[src/rtl/alu_pkg.sv]
// Shared ALU definitions: opcode encoding, command payload and the issue FSM states.
package alu_pkg;

    localparam logic [2:0] ALU_ADD = 3'b000;
    localparam logic [2:0] ALU_SUB = 3'b001;
    localparam logic [2:0] ALU_AND = 3'b010;
    localparam logic [2:0] ALU_OR  = 3'b011;
    localparam logic [2:0] ALU_XOR = 3'b100;
    localparam logic [2:0] ALU_NOT = 3'b101;
    localparam logic [2:0] ALU_SHL = 3'b110;
    localparam logic [2:0] ALU_SHR = 3'b111;

    typedef struct packed {
        logic [7:0] a;
        logic [7:0] b;
        logic [2:0] sel;
        logic       cin;
    } alu_cmd_t;

    localparam int unsigned ALU_CMD_W = $bits(alu_cmd_t);

    typedef enum logic [1:0] {
        ST_IDLE  = 2'd0,
        ST_ISSUE = 2'd1,
        ST_WAIT  = 2'd2,
        ST_RESP  = 2'd3
    } issue_state_t;

endpackage

[src/rtl/alu_cmd_fifo.sv]
// Synchronous command FIFO; pointers wrap modulo DEPTH, level counts 0..DEPTH.
module alu_cmd_fifo
    import alu_pkg::*;
#(
    parameter int unsigned DEPTH = 4
) (
    input  logic                    clk,
    input  logic                    rst,
    input  logic                    push,
    input  alu_cmd_t                wdata,
    input  logic                    pop,
    output alu_cmd_t                rdata,
    output logic                    full,
    output logic                    empty,
    output logic [$clog2(DEPTH):0]  level
);

    localparam int unsigned PTR_W = $clog2(DEPTH);
    localparam int unsigned LVL_W = PTR_W + 1;

    alu_cmd_t           mem_q [DEPTH];
    logic [PTR_W-1:0]   wr_ptr_q, wr_ptr_d;
    logic [PTR_W-1:0]   rd_ptr_q, rd_ptr_d;
    logic [LVL_W-1:0]   cnt_q, cnt_d;
    logic               do_push, do_pop;

    always_comb begin
        do_push  = push && !full;
        do_pop   = pop && !empty;
        wr_ptr_d = wr_ptr_q;
        rd_ptr_d = rd_ptr_q;
        if (do_push) wr_ptr_d = wr_ptr_q + PTR_W'(1);
        if (do_pop)  rd_ptr_d = rd_ptr_q + PTR_W'(1);
        cnt_d = cnt_q + LVL_W'(do_push) - LVL_W'(do_pop);
    end

    always_ff @(posedge clk) begin
        if (rst) begin
            wr_ptr_q <= '0;
            rd_ptr_q <= '0;
            cnt_q    <= '0;
        end else begin
            wr_ptr_q <= wr_ptr_d;
            rd_ptr_q <= rd_ptr_d;
            cnt_q    <= cnt_d;
        end
    end

    // Storage needs no reset; occupancy alone decides what is valid.
    always_ff @(posedge clk) begin
        if (do_push && !rst) mem_q[wr_ptr_q] <= wdata;
    end

    assign rdata = mem_q[rd_ptr_q];
    assign full  = (cnt_q == LVL_W'(DEPTH));
    assign empty = (cnt_q == '0);
    assign level = cnt_q;

endmodule

[src/rtl/alu_cmd_issue.sv]
// Command front-end for alu_8bit_top: buffers commands, issues one at a time, returns results.
// Define ALU_CMD_ZERO_FLAG_EN to add rsp_zero, registered together with rsp_data.
module alu_cmd_issue
    import alu_pkg::*;
#(
    parameter int unsigned DEPTH   = 4,
    parameter int unsigned ALU_LAT = 1
) (
    input  logic                    clk,
    input  logic                    rst,
    input  logic                    cmd_valid,
    output logic                    cmd_ready,
    input  logic [7:0]              cmd_a,
    input  logic [7:0]              cmd_b,
    input  logic [2:0]              cmd_sel,
    input  logic                    cmd_cin,
    output logic [7:0]              alu_a,
    output logic [7:0]              alu_b,
    output logic [2:0]              alu_sel,
    output logic                    alu_cin,
    input  logic [7:0]              alu_result,
    output logic                    rsp_valid,
    input  logic                    rsp_ready,
    output logic [7:0]              rsp_data,
`ifdef ALU_CMD_ZERO_FLAG_EN
    output logic                    rsp_zero,
`endif
    output logic [$clog2(DEPTH):0]  level
);

    localparam int unsigned CNT_W = (ALU_LAT > 0) ? $clog2(ALU_LAT + 1) : 1;

    issue_state_t       state_q, state_d;
    logic [CNT_W-1:0]   cnt_q, cnt_d;
    alu_cmd_t           issued_q, issued_d;
    logic               rsp_valid_q, rsp_valid_d;
    logic [7:0]         rsp_data_q, rsp_data_d;
`ifdef ALU_CMD_ZERO_FLAG_EN
    logic               rsp_zero_q, rsp_zero_d;
`endif

    alu_cmd_t           fifo_wdata, fifo_rdata;
    logic               fifo_full, fifo_empty, fifo_pop;

    // Ready depends only on full: a same-cycle pop never frees a slot for a push.
    assign cmd_ready  = !fifo_full && !rst;
    assign fifo_wdata = '{a: cmd_a, b: cmd_b, sel: cmd_sel, cin: cmd_cin};

    alu_cmd_fifo #(.DEPTH(DEPTH)) u_fifo (
        .clk   (clk),
        .rst   (rst),
        .push  (cmd_valid && cmd_ready),
        .wdata (fifo_wdata),
        .pop   (fifo_pop),
        .rdata (fifo_rdata),
        .full  (fifo_full),
        .empty (fifo_empty),
        .level (level)
    );

    always_comb begin
        state_d     = state_q;
        cnt_d       = cnt_q;
        issued_d    = issued_q;
        rsp_valid_d = rsp_valid_q;
        rsp_data_d  = rsp_data_q;
`ifdef ALU_CMD_ZERO_FLAG_EN
        rsp_zero_d  = rsp_zero_q;
`endif
        fifo_pop    = 1'b0;
        case (state_q)
            ST_IDLE: begin
                if (!fifo_empty) state_d = ST_ISSUE;
            end
            ST_ISSUE: begin
                fifo_pop = 1'b1;
                issued_d = fifo_rdata;
                cnt_d    = CNT_W'(ALU_LAT);
                state_d  = ST_WAIT;
            end
            // Counter runs ALU_LAT..0, so WAIT spans ALU_LAT+1 cycles.
            ST_WAIT: begin
                if (cnt_q == '0) begin
                    rsp_data_d  = alu_result;
`ifdef ALU_CMD_ZERO_FLAG_EN
                    rsp_zero_d  = (alu_result == 8'h00);
`endif
                    rsp_valid_d = 1'b1;
                    state_d     = ST_RESP;
                end else begin
                    cnt_d = cnt_q - CNT_W'(1);
                end
            end
            ST_RESP: begin
                if (rsp_valid_q && rsp_ready) begin
                    rsp_valid_d = 1'b0;
                    state_d     = ST_IDLE;
                end
            end
            default: state_d = ST_IDLE;
        endcase
    end

    always_ff @(posedge clk) begin
        if (rst) begin
            state_q     <= ST_IDLE;
            cnt_q       <= '0;
            issued_q    <= '0;
            rsp_valid_q <= 1'b0;
            rsp_data_q  <= '0;
`ifdef ALU_CMD_ZERO_FLAG_EN
            rsp_zero_q  <= 1'b0;
`endif
        end else begin
            state_q     <= state_d;
            cnt_q       <= cnt_d;
            issued_q    <= issued_d;
            rsp_valid_q <= rsp_valid_d;
            rsp_data_q  <= rsp_data_d;
`ifdef ALU_CMD_ZERO_FLAG_EN
            rsp_zero_q  <= rsp_zero_d;
`endif
        end
    end

    assign alu_a     = issued_q.a;
    assign alu_b     = issued_q.b;
    assign alu_sel   = issued_q.sel;
    assign alu_cin   = issued_q.cin;
    assign rsp_valid = rsp_valid_q;
    assign rsp_data  = rsp_data_q;
`ifdef ALU_CMD_ZERO_FLAG_EN
    assign rsp_zero  = rsp_zero_q;
`endif

endmodule

[config.mk]
export PLATFORM = sky130hd
export DESIGN_NAME = alu_cmd_issue
export DESIGN_NICKNAME = d
export VERILOG_FILES = /design/src/rtl/alu_pkg.sv /design/src/rtl/alu_cmd_fifo.sv /design/src/rtl/alu_cmd_issue.sv
export SDC_FILE = /design/constraint.sdc
export NUM_CORES = 1
export LEC_CHECK = 0
export ABC_AREA = 1
export ABC_CLOCK_PERIOD_IN_PS = 6500
export CORE_MARGIN = 4
export CORE_UTILIZATION = 50
export DETAILED_ROUTE_END_ITERATION = 16
export PLACE_DENSITY = 0.72
export SETUP_SLACK_MARGIN = 0.5
export SLEW_MARGIN = 20
export SYNTH_ARGS = -nofsm -noshare
export SYNTH_HDL_FRONTEND = slang
export SYNTH_SLANG_ARGS = --single-unit
[constraint.sdc]
create_clock -name clk -period 6.5 [get_ports clk]
set_input_delay 0.65 -clock clk [delete_from_list [all_inputs] [get_ports clk]]
set_output_delay 0.65 -clock clk [all_outputs]
set_load 0.05 [all_outputs]
### Word-level counts from Yosys, hierarchy flattened

Memory sizes are Yosys's and may differ from the RTL's. A register that Yosys moved wholly into a read port is not among the register bits.
Index checks and enable logic that the tools add are counted.

* add/subtract/negate cells: 5
* bitwise operators: 1
* multiplexer cells: 12
* equal/unequal tests: 7
* reductions and logical operators: 16

Operator list (count)
* 2-bit one-hot mux with 4 select lines: 1
* 1-bit logical AND: 6
* 1-bit two-way mux: 6
* 2-bit two-way mux: 3
* 2-bit inequality test (second input constant): 3
* 3-bit AND reduction: 2
* 2-bit by 1-bit adder with 2-bit output (second input constant): 2
* 2-bit == test (second input constant): 2
* 1-bit one-hot mux with 2 select lines: 2
* 2-bit nonzero test: 2
* 3-bit by 1-bit adder with 3-bit output: 1
* 3-bit == test (second input constant): 1
* 1-bit zero test: 3
* 3-bit zero test: 1
* 3-bit by 1-bit subtractor with 3-bit output: 1
* 2-bit by 1-bit == test with 1-bit output (second input constant): 1
* 2-bit zero test: 1
* 2-bit AND reduction: 1
* 1-bit NOT: 1
* 1-bit subtractor (second input constant): 1

* register bits: 19
* memories: 1
* bits of input ports: 32
* bits in writable memories: 80
* word-level logic and storage cells: 49
* output and inout port bits: 33

Memories
* u_fifo.mem_q: depth 4, width 20, rd ports 1, clocked after Yosys merged registers in 1, write ports 1, line alu_cmd_fifo.sv:21 `alu_cmd_t mem_q [DEPTH];`

### Depth between registers and ports, before layout

* word-level depth: 8
* depth in mapped cells: 14
* mapped depth without buffers: 13

### Modules after synthesis

Synthesis repeated with hierarchy kept, for this count alone.

* cells, all modules: 426
* area total of the unflattened synthesis: 4668.2 µm²

Modules (own cells, without submodules)
* alu_cmd_fifo: sequential area each 2582.5 µm², instances 1, area an instance 3429.5 µm², cells an instance 263
* alu_cmd_issue: sequential area each 640.6 µm², instances 1, area an instance 1238.7 µm², cells an instance 163

### Worst setup path before layout

No wires, ideal clock.

* kind: input-to-output
* start point: input rst
* end point: output cmd_ready
* setup slack: 4.112 ns
* required time: 5.850 ns
* data arrival time: 1.738 ns
* cell stages on the path: 3
* path buffers: 2
* path through: buf_2 -> buf_2 -> a21oi_1

* word-level cells in the longest chain between the ends: 2

Ends and longest elaborated chain
* start: declaration: line alu_cmd_issue.sv:10 `input logic rst,`
* 1-bit zero test: line alu_cmd_issue.sv:46 `assign cmd_ready = !fifo_full && !rst;`
* 1-bit logical AND: line alu_cmd_issue.sv:46
* end: declaration: line alu_cmd_issue.sv:12 `output logic cmd_ready,`

No other way between the ends.

### Final worst setup path

Same ends and word-level chain as after synthesis.

==> impl_summary.log <==
[metrics] result of the run: complete, no violations
[metrics] via count: 3511
[metrics] share of the synthesized area in the top cell type: 0.4855
[metrics] clk_skew: 0.006063 ns
[metrics] clock latency at the later pin of the worst-skew pair: 0.52 ns
[metrics] count of cells along the worst register-to-register path: 13
[metrics] Synth Area per Inst: 9.609 sq um
[metrics] post-synthesis cell type count: 20
[metrics] dominant synthesized flop cell: sky130_fd_sc_hd__edfxtp_1
[metrics] data arrival at the endpoint of the critical path: 2.28 ns
[metrics] final count of hold timing violations: 0
[metrics] switching share of power: 0.3474
[metrics] count of boundary I/O pins: 65
[metrics] layout cell share with drive strength beyond 1: 0.07276
[metrics] grt total ovfl: 0
[metrics] net switching power: 961.2 uW
[metrics] Nets: 622
[metrics] share of the clock period used by the worst path: 0.4511
[metrics] end of the worst register-to-register path: u_fifo.level[2]
[metrics] sum of routed wire length over all layers: 10.02 mm
[metrics] number of violations reported at the end of detailed-routing iteration 0: 172
[metrics] global placer's final weighted congestion: 0.7438
[metrics] fraction of power consumed by sequential logic: 0.364
[metrics] initial core utilization: 0.5110
[metrics] Post-Place Cells: 692
[metrics] number of sinks driven by the clock tree: 119
[metrics] Crit Reg-Reg Startpoint: u_fifo.level[1]
[metrics] Post-route DRC: 0
[metrics] estimated wirelength of the detail-placed design: 6.126 mm
[metrics] part of the total power dissipated in the clock network: 0.349
[metrics] fill count: 756
[metrics] cell-internal power: 1.805 mW
[metrics] total setup buffers inserted after CTS: 0
[metrics] synthesized area: 4948 sq um
[metrics] die boundary height: 107.5 um
[metrics] class of the most critical setup path: in -> out
[metrics] post-layout instance count excluding filler cells: 724
[metrics] Clock Path Buffers: 2
[metrics] top post-synthesis cells by area: sky130_fd_sc_hd__edfxtp_1, sky130_fd_sc_hd__dfxtp_1, sky130_fd_sc_hd__nor2_1
[metrics] Global Route Usage Sum: 0.1873
[metrics] hold buffer count at cts: 0
[metrics] clock buffers created by TritonCTS: 17
[metrics] total count of max-transition violations in the final report: 0
[metrics] number of buffers added on ports: 64
[metrics] Register-to-Register Setup Slack: 4.27 ns
[metrics] fmax: 0.3410 GHz
[metrics] leading cell type by number of instances after synthesis: sky130_fd_sc_hd__nor2_1
[metrics] cells resized by post-CTS repair: 0
[metrics] wire length of the first global-routing pass: 16.44 mm
[metrics] largest net degree at the start of global routing: 64
[metrics] share of the yosys chip area belonging to registers: 0.6432
[metrics] largest area contributor in the netlist: sky130_fd_sc_hd__edfxtp_1
[metrics] net count after synthesis: 559
[metrics] Worst Tran Pin Value: 1.096 ns
[metrics] part of the power in combinational logic: 0.287
[metrics] capture point of the critical path: cmd_ready
[metrics] Avg Vias per Cell: 4.849
[metrics] Clock H-tree levels: 4
[metrics] number of warnings issued by yosys: 0
[metrics] total number of placement rows: 36
[metrics] instance count of the mapped netlist: 515
[metrics] area after detailed placement: 5632 sq um
[metrics] Ant. Diodes: 0
[metrics] nature of the critical path endpoint: output pin
[metrics] die width: 107.5 um
[metrics] #FFs+latches synth: 119
[metrics] clock root buffer: sky130_fd_sc_hd__clkbuf_8
[metrics] setup total negative slack: 0 ns
[metrics] Req. time, crit path: 5.85 ns
[metrics] standard cell core area: 9684 sq um
[metrics] reported leakage power: 2.528 nW
[metrics] count of flip-flops with a built-in enable after synthesis: 80
[metrics] layout-stage area growth over the synthesis result: 26.55%
[metrics] number of violations of the max-capacitance limit: 0
[metrics] synth cell count leaders: sky130_fd_sc_hd__nor2_1, sky130_fd_sc_hd__nand2_1, sky130_fd_sc_hd__edfxtp_1, sky130_fd_sc_hd__inv_1, sky130_fd_sc_hd__dfxtp_1
[metrics] TritonCTS clock tree: yes
[metrics] setup repair after global routing missed its margin: false
[metrics] worst hold slack across all endpoints: 0.4855 ns
[metrics] Worst setup SP type: input pin
[metrics] via count of the first global-routing pass: 3521
[metrics] headroom to the max-slew limit: 0.2683
[metrics] Post-synth ARST share: 0
[metrics] shortest clock period the worst path allows after layout: 2.932 ns
[metrics] highest net fanout along the worst path: 27
[metrics] antenna violations before repair: 0
[metrics] floorplan die area: 11550 sq um
[metrics] wire length per cell: 13.84 um
[metrics] area occupied by multi-input gates: 1399 sq um
[metrics] power density normalized to cell area: 441.8 nW/um^2
[metrics] combined flip-flop and latch cell area: 3187 sq um
[metrics] highest ir drop seen on vdd: 0.2317 mV
[metrics] Setup Viol. Count Final: 0
[metrics] worst setup path startpoint: rst
[metrics] iteration count of the initial detailed-routing pass: 4
[metrics] final standard cell area without fillers: 6262 sq um
[metrics] post-route antenna net violation count: 0
[metrics] Clock Pin Slew Worst Setup and Hold Paths: 0.06 ns
[metrics] worst min-delay path class: reg -> reg
==> worst max-delay path, cell delays in order <==
cell	delay, ns
sky130_fd_sc_hd__clkdlybuf4s50_1	0.39
sky130_fd_sc_hd__buf_4	0.23
sky130_fd_sc_hd__a21oi_1	0.17
sky130_fd_sc_hd__clkdlybuf4s50_1	0.83
==> flip-flops by register name, summed over array words and instances, names as in the netlist, 3 cells and up <==
register,flops
u_fifo.mem_q,80
alu_a,8
alu_b,8
rsp_data,8
alu_sel,3
u_fifo.level,3
==> metrics by stage <==
step | setup slack (ns) | power (mW) | utilization
floorplan | 4.112 | 1.594 | -
global placement | 3.442 | 1.795 | 0.5815
detailed placement | 3.391 | 1.816 | 0.5815
CTS | 3.547 | 2.784 | 0.6453
global route | 3.504 | 2.913 | 0.6466
finish | 3.568 | 2.766 | 0.6466
==> cells in the final DEF, fill, tap and decap left out <==
cell                              instances
sky130_fd_sc_hd__clkinvlp_4               3
sky130_fd_sc_hd__buf_4                    2
sky130_fd_sc_hd__clkinv_4                 5
sky130_fd_sc_hd__inv_6                    1
sky130_fd_sc_hd__dfxtp_1                 38
sky130_fd_sc_hd__nand3_1                 26
sky130_fd_sc_hd__nand2_1                 82
sky130_fd_sc_hd__o21ai_1                 25
sky130_fd_sc_hd__dfxtp_4                  1
sky130_fd_sc_hd__clkinv_1                 1
sky130_fd_sc_hd__bufinv_16                4
sky130_fd_sc_hd__o21ai_0                  5
sky130_fd_sc_hd__clkinv_2                 1
sky130_fd_sc_hd__edfxtp_1                80
sky130_fd_sc_hd__nor2_2                   2
sky130_fd_sc_hd__fa_1                     1
sky130_fd_sc_hd__ha_1                    11
sky130_fd_sc_hd__nand4_1                  1
sky130_fd_sc_hd__clkdlybuf4s50_1         64
sky130_fd_sc_hd__inv_2                    3
sky130_fd_sc_hd__clkbuf_16               16
sky130_fd_sc_hd__inv_1                   60
sky130_fd_sc_hd__a21oi_1                  6
sky130_fd_sc_hd__clkbuf_8                 1
sky130_fd_sc_hd__nand3_2                  1
sky130_fd_sc_hd__nor2_1                 147
sky130_fd_sc_hd__nor2_4                   3
sky130_fd_sc_hd__xnor2_1                  1
==> worst min-delay path by stage <==
stage	start	end	slack, ns	cells after the start
finish	rsp_valid	rsp_valid	0.49	2
global route	rsp_valid	rsp_valid	0.52	2
global placement	rsp_valid	rsp_valid	0.47	2
CTS	rsp_valid	rsp_valid	0.49	2
floorplan	u_fifo.wr_ptr_q[1]	u_fifo.wr_ptr_q[1]	0.48	2
detailed placement	rsp_valid	rsp_valid	0.48	2
==> cells by family (layout without fill, tap and decap cells) <==
kind of cell               count (synthesis)  after routing  synth area share
AOI/OAI and AO/OA                         36             36           0.03641
and+or+nand+nor                          262            262            0.2086
adders and majority gates                 12             12           0.03186
DFF                                      119            119            0.6432
buffers and inverters                     85            161           0.07813
xor gates and xnor gates                   1              1          0.001770
==> power by group through the flow <==
stage | sequential (mW) | combinational [mW] | clock [mW]
3_3_place_gp | 1.01 | 0.780 | 0
3_5_place_dp | 1.02 | 0.797 | 0
6_report | 1.01 | 0.795 | 0.965
4_1_cts | 1.01 | 0.802 | 0.976
5_1_grt | 1.02 | 0.878 | 1.01
2_1_floorplan | 1.20 | 0.393 | 0
==> final cells by class <==
type / instances / share of cell area
inverter: 63 / 0.03776
timing repair buffer: 66 / 0.1047
clock buffer: 17 / 0.06613
sequential: 119 / 0.5089
tap: 133 / 0.02657
multi-input combinational: 311 / 0.2234
clock inverter: 15 / 0.03257
==> metal layers <==
| layer | wire [um] | global-route usage | up-vias |
|---|---|---|---|
| met5 | 0 | 0 | - |
| met4 | 151 | 0.08566 | 0 |
| met3 | 499 | 0.04619 | 15 |
| met2 | 5163 | 0.3268 | 97 |
| met1 | 4208 | 0.2165 | 1636 |
| li1 | - | - | 1763 |
No activity file was read; power rests on OpenSTA's default activity.
